## src/rtl/btn_ctrl_pkg.sv

```systemverilog
// Shared definitions for the button-to-TX scheduler: FSM states, button
// indices and the ASCII code emitted for each button.
package btn_ctrl_pkg;

  typedef enum logic {
    IDLE,
    PUSH
  } state_t;

  localparam logic [1:0] BTN_U = 2'd0;
  localparam logic [1:0] BTN_D = 2'd1;
  localparam logic [1:0] BTN_L = 2'd2;
  localparam logic [1:0] BTN_R = 2'd3;

  localparam logic [7:0] CODE_U = 8'h55;
  localparam logic [7:0] CODE_D = 8'h44;
  localparam logic [7:0] CODE_L = 8'h4C;
  localparam logic [7:0] CODE_R = 8'h52;

  function automatic logic [7:0] btn_code(input logic [1:0] idx);
    logic [7:0] code;
    case (idx)
      BTN_U:   code = CODE_U;
      BTN_D:   code = CODE_D;
      BTN_L:   code = CODE_L;
      default: code = CODE_R;
    endcase
    return code;
  endfunction

endpackage

```

## src/rtl/rr_arb4.sv

```systemverilog
// Four-way combinational round-robin arbiter; search starts one past the
// previous grant and wraps from 3 to 0.
module rr_arb4 (
  input  logic [3:0] pending,
  input  logic [1:0] last_grant,
  output logic [1:0] grant,
  output logic       valid
);

  logic [1:0] cand;

  always_comb begin
    grant = last_grant;
    valid = 1'b0;
    cand  = last_grant;
    for (int unsigned k = 1; k <= 4; k++) begin
      cand = last_grant + 2'(k);
      if (!valid && pending[cand]) begin
        grant = cand;
        valid = 1'b1;
      end
    end
  end

endmodule

```

## src/rtl/btn_tx_sched.sv

```systemverilog
// Debounce tick generator plus round-robin scheduler that turns button
// edge pulses into single-byte TX FIFO writes.
module btn_tx_sched
  import btn_ctrl_pkg::*;
#(
  parameter int unsigned TICK_DIV = 100000
) (
  input  logic       clk,
  input  logic       rst,
  input  logic [3:0] btn_pulse,
  input  logic       tx_full,
  output logic       tx_push,
  output logic [7:0] tx_data,
  output logic       db_tick,
  output logic [3:0] pending,
  output logic [7:0] drop_cnt
);

  localparam int unsigned CW = (TICK_DIV > 1) ? $clog2(TICK_DIV) : 1;
  localparam logic [CW-1:0] TICK_LAST = CW'(TICK_DIV - 1);

  logic [CW-1:0] tick_cnt;

  always_ff @(posedge clk or posedge rst) begin
    if (rst) begin
      tick_cnt <= '0;
    end else if (tick_cnt == TICK_LAST) begin
      tick_cnt <= '0;
    end else begin
      tick_cnt <= tick_cnt + 1'b1;
    end
  end

  assign db_tick = (tick_cnt == TICK_LAST);

  state_t     state, state_nxt;
  logic [1:0] idx, idx_nxt;
  logic [1:0] last_grant, last_grant_nxt;
  logic [7:0] data_nxt;
  logic [3:0] clr;
  logic [1:0] arb_grant;
  logic       arb_valid;

  rr_arb4 u_arb (
    .pending    (pending),
    .last_grant (last_grant),
    .grant      (arb_grant),
    .valid      (arb_valid)
  );

  always_comb begin
    state_nxt      = state;
    idx_nxt        = idx;
    data_nxt       = tx_data;
    last_grant_nxt = last_grant;
    tx_push        = 1'b0;
    clr            = '0;
    case (state)
      IDLE: begin
        if (arb_valid) begin
          idx_nxt   = arb_grant;
          data_nxt  = btn_code(arb_grant);
          state_nxt = PUSH;
        end
      end
      PUSH: begin
        tx_push = ~tx_full;
        if (!tx_full) begin
          clr[idx]       = 1'b1;
          last_grant_nxt = idx;
          state_nxt      = IDLE;
        end
      end
      default: state_nxt = IDLE;
    endcase
  end

  always_ff @(posedge clk or posedge rst) begin
    if (rst) begin
      state      <= IDLE;
      idx        <= '0;
      tx_data    <= '0;
      last_grant <= BTN_R;
    end else begin
      state      <= state_nxt;
      idx        <= idx_nxt;
      tx_data    <= data_nxt;
      last_grant <= last_grant_nxt;
    end
  end

  // A pulse landing on the edge that clears its own request re-arms it and
  // is not counted as lost.
  logic [3:0] drops;
  logic [2:0] drop_n;
  logic [8:0] drop_sum;
  logic [7:0] drop_nxt;

  always_comb begin
    drops  = btn_pulse & pending & ~clr;
    drop_n = '0;
    for (int unsigned i = 0; i < 4; i++) begin
      drop_n = drop_n + 3'(drops[i]);
    end
    drop_sum = {1'b0, drop_cnt} + 9'(drop_n);
    drop_nxt = drop_sum[8] ? '1 : drop_sum[7:0];
  end

  always_ff @(posedge clk or posedge rst) begin
    if (rst) begin
      pending  <= '0;
      drop_cnt <= '0;
    end else begin
      pending  <= (pending & ~clr) | btn_pulse;
      drop_cnt <= drop_nxt;
    end
  end

endmodule

```

## config.mk

```make
export PLATFORM = sky130hd
export DESIGN_NAME = btn_tx_sched
export DESIGN_NICKNAME = d
export VERILOG_FILES = /design/src/rtl/btn_ctrl_pkg.sv /design/src/rtl/rr_arb4.sv /design/src/rtl/btn_tx_sched.sv
export SDC_FILE = /design/constraint.sdc
export NUM_CORES = 1
export LEC_CHECK = 0
export CAP_MARGIN = 20
export CORE_UTILIZATION = 30
export CTS_CLUSTER_DIAMETER = 50
export DETAILED_ROUTE_END_ITERATION = 8
export GPL_TIMING_DRIVEN = 0
export PLACE_DENSITY = 0.47
export SLEW_MARGIN = 10
export SYNTH_ARGS = -nofsm -noshare
export SYNTH_HDL_FRONTEND = slang
export SYNTH_SLANG_ARGS = --single-unit
```

## constraint.sdc

```tcl
create_clock -name clk -period 7.6 [get_ports clk]
set_clock_uncertainty 0.05 [all_clocks]
set_input_delay 1.52 -clock clk [delete_from_list [all_inputs] [get_ports clk]]
set_output_delay 1.52 -clock clk [all_outputs]
set_load 0.1 [all_outputs]
```

==> summary.md <==
| Metric | Value |
|---|---|
| First-pass detailed-route iteration total | `6` |
| Die X | `between 80 and 90 µm` |
| Worst-skew pair later-pin latency | `0.29 ns` |
| Peak supply drop | `0.299 mV` |
| Routability cong. | `0.720` |
| Layout cells sized above 1 | `9.17%` |
| TritonCTS Buffers | `5` |
| Tmin final | `just over 5 ns` |
| Share of the synthesized area in the top cell type | `48.5%` |
| Initial antenna violation count | `0` |
| EDFF count, synth | `0` |
| Total Power | `987 µW` |
| Switch Pwr | `a little over 500 µW` |
| CP Max Fanout | `5` |
| Routed vias | `1,390` |
| Post-synth top cells | `dfrtp_1 (38), nand2_1 (27), nor2_1 (21), inv_1 (13), xnor2_1 (10)` |
| Final hold slack | `0.421 ns` |
| Power share of the clock group | `14.9%` |
| Crit Path Category | `primary input to output pin` |
| Vias in the first global route | `1,418` |
| Netlist cell types | `36` |
| Post-synthesis sequential area ratio | `51.1%` |
| Die ar. | `6870 µm²` |
| Period utilization | `66.3%` |
| Post-synthesis cell count | `193` |
| CTS tree | `built` |
| Synth top area cells | `dfrtp_1 (48%), nand2_1 (5.2%), xnor2_1 (4.5%)` |
| Longest Clk Path Bufs | `2` |
| Drt initial violations | `38` |
| Critical path arrival | `around 3.5 ns` |
| Hold Path Depth | `1` |
| Switching share of power | `51.5%` |
| Pin count of the biggest net entering global routing | `37` |
| Internal Power | `479 µW` |
| Post-DRT Antenna Nets | `0` |
| Area of the multi-input gates | `slightly below 900 µm²` |
| Syn_area_per_cell | `10.2 µm²` |
| Post-DP HPWL | `2.61 mm` |
| Initial Utilization | `around 31%` |
| Violated checks | `design-rule violations` |
| Total global-route track usage | `12.0%` |
| Fin. Hold Viols | `0` |
| CTS root buf | `clkbuf_8` |
| Clk slew on worst S/H paths | `0.08 ns` |
| Most frequent CP cell | `clkdlybuf4s50_1` |
| Leakage | `1.09 nW` |
| Post-CTS Setup Bufs | `0` |
| Status | `complete, but fails checks` |
| GRT overflow | `0` |
| P&R area growth vs syn | `24.1%` |
| Post-Layout Cell Count | `306` |
| CORE AREA | `6310 µm²` |
| Critical path cell sequence | `clkdlybuf4s50_1 -> nand2b_1 -> inv_1 -> clkdlybuf4s50_1` |
| Relative slew slack | `34.8%` |
| Synth warn | `0` |
| Flop pwr share | `around a third` |
| Final setup fails | `0` |
| Number of fill cells | `684` |
| Hold Crit Class | `register to register` |
| RSZ-0062 raised after global routing | `false` |
| CP Capture Type | `output pin` |
| CTS sink cnt | `40` |
| Yosys reg bits | `40` |
| Max cap viols | `0` |
| Cells after DPL | `~300` |
| Via-per-instance ratio | `4.54` |
| Routed WL per cell | `about 12 µm` |
| Final WL | `3.66 mm` |
| Slew Limit Fails | `0` |
| Post-Route Setup TNS | `0 ns` |
| Crit start category | `primary input` |
| Slowest stage delay, CP | `roughly 1.2 ns` |
| PortBufs | `26` |
| Die Y | `between 80 and 90 µm` |
| DRC viols | `2` |
| Comb power frac | `53.6%` |
| CTS Hold Buffers Added | `0` |
| Post-cts sizing count | `0` |
| I/O pins | `29` |
| Reg2Reg Depth | `12` |
| Sequential cell area | `1000 µm²` |
| Max H-tree Level | `2` |
| Post-synthesis instance area | `1960 µm²` |
| Least-Margin Pin Slew | `0.974 ns` |
| Fmax | `198 MHz` |
| Nets | `243` |
| Synth area leader | `dfrtp_1` |
| Worst EP required | `6.03 ns` |
| Top-count cell post-synth | `dfrtp_1` |
| Top_reg_cell synth | `dfrtp_1` |
| Pwr dens | `around 410 nW/µm²` |
| CP max stage cell | `clkdlybuf4s50_1` |
| N_diodes | `0` |
| FP Rows | `29` |
| Async SR Flop Fraction | `100%` |
| Global-route wire length before repair | `6.68 mm` |
critical path, delay by kind of cell:
kind                   cells  cell delay [ns]
buffers and inverters      3             1.73
and+or+nand+nor            1             0.22
flip-flops by register name, summed over array words and instances, names as in the netlist:
register / cells
drop_cnt: 8
tx_data: 6
state: 1
last_grant: 2
pending: 4
idx: 2
tick_cnt: 17
through the flow:
step                      instance area, µm²  util, %  setup slack [ns]
after global routing                    2430     38.6              2.46
after global placement                  2320     36.8              2.54
after CTS                               2430     38.6              2.54
final                                   2430     38.6              2.56
after floorplan                         1970        -              3.55
after detailed placement                2340     37.1              2.55
per-layer routing:
metal  routed length, µm  GRT usage (%)
met1                1850           16.6
met2                1630           18.1
met3                 109           3.08
met4                  67           4.70
met5                   0              0
cells in the final DEF, fill, tap and decap left out, types with 3 or more instances in the layout:
master | Yosys | layout
ha_1 | 5 | 5
nor2b_1 | 3 | 3
dfrtp_1 | 38 | 38
nand3_1 | 9 | 9
inv_1 | 13 | 12
nand2_1 | 27 | 27
nor2_1 | 21 | 21
clkbuf_8 | 0 | 6
a21oi_1 | 3 | 3
xor2_1 | 8 | 8
clkdlybuf4s50_1 | 0 | 26
nand2b_1 | 6 | 6
nor3_1 | 5 | 5
o21ai_0 | 7 | 7
nor4_1 | 3 | 3
fa_1 | 3 | 3
xnor2_1 | 10 | 10
nand4_1 | 5 | 5
power groups by stage:
stage	combinational (mW)	sequential (mW)	clock, mW
floorplan	0.153	0.574	0
detailed placement	0.532	0.318	0
finish	0.529	0.312	0.147
global route	0.569	0.322	0.165
global placement	0.532	0.317	0
CTS	0.536	0.313	0.157
path summary, 6_finish.rpt:
kind	start	endpoint	slack, ns
max	tx_full	tx_push	2.56
min	tx_data[6]$_DFFE_PP0P_	tx_data[6]$_DFFE_PP0P_	0.42
max reg2reg	state$_DFF_PP0_	drop_cnt[6]$_DFF_PP0_	4.72
min reg2reg	tx_data[6]$_DFFE_PP0P_	tx_data[6]$_DFFE_PP0P_	0.42
max in group asynchronous	rst	last_grant[1]$_DFFE_PP1P_	5.65
min in group asynchronous	rst	drop_cnt[6]$_DFF_PP0_	1.38
area by class of cell:
| type | count | area share [%] |
|---|---|---|
| Buffer | 3 | 0.771 |
| Clock buffer | 6 | 3.39 |
| Clock inverter | 2 | 0.411 |
| Inverter | 13 | 2.00 |
| Multi-Input combinational cell | 138 | 36.7 |
| Sequential cell | 40 | 41.2 |
| Tap cell | 77 | 3.96 |
| Timing Repair Buffer | 27 | 11.5 |
kinds of logic (layout without fill, tap and decap cells):
| kind of cell | count (synthesis) | in the layout | synth area share [%] |
|---|---|---|---|
| AOI/OAI and AO/OA | 19 | 19 | 6.19 |
| xor gates and xnor gates | 18 | 18 | 8.04 |
| adders and majority gates | 8 | 8 | 6.25 |
| buffers and inverters | 16 | 51 | 3.44 |
| DFF | 40 | 40 | 51.1 |
| muxes | 3 | 3 | 1.66 |
| other | 1 | 2 | 0.191 |
| and+or+nand+nor | 88 | 88 | 23.1 |
No activity file was read; power rests on OpenSTA's default activity.
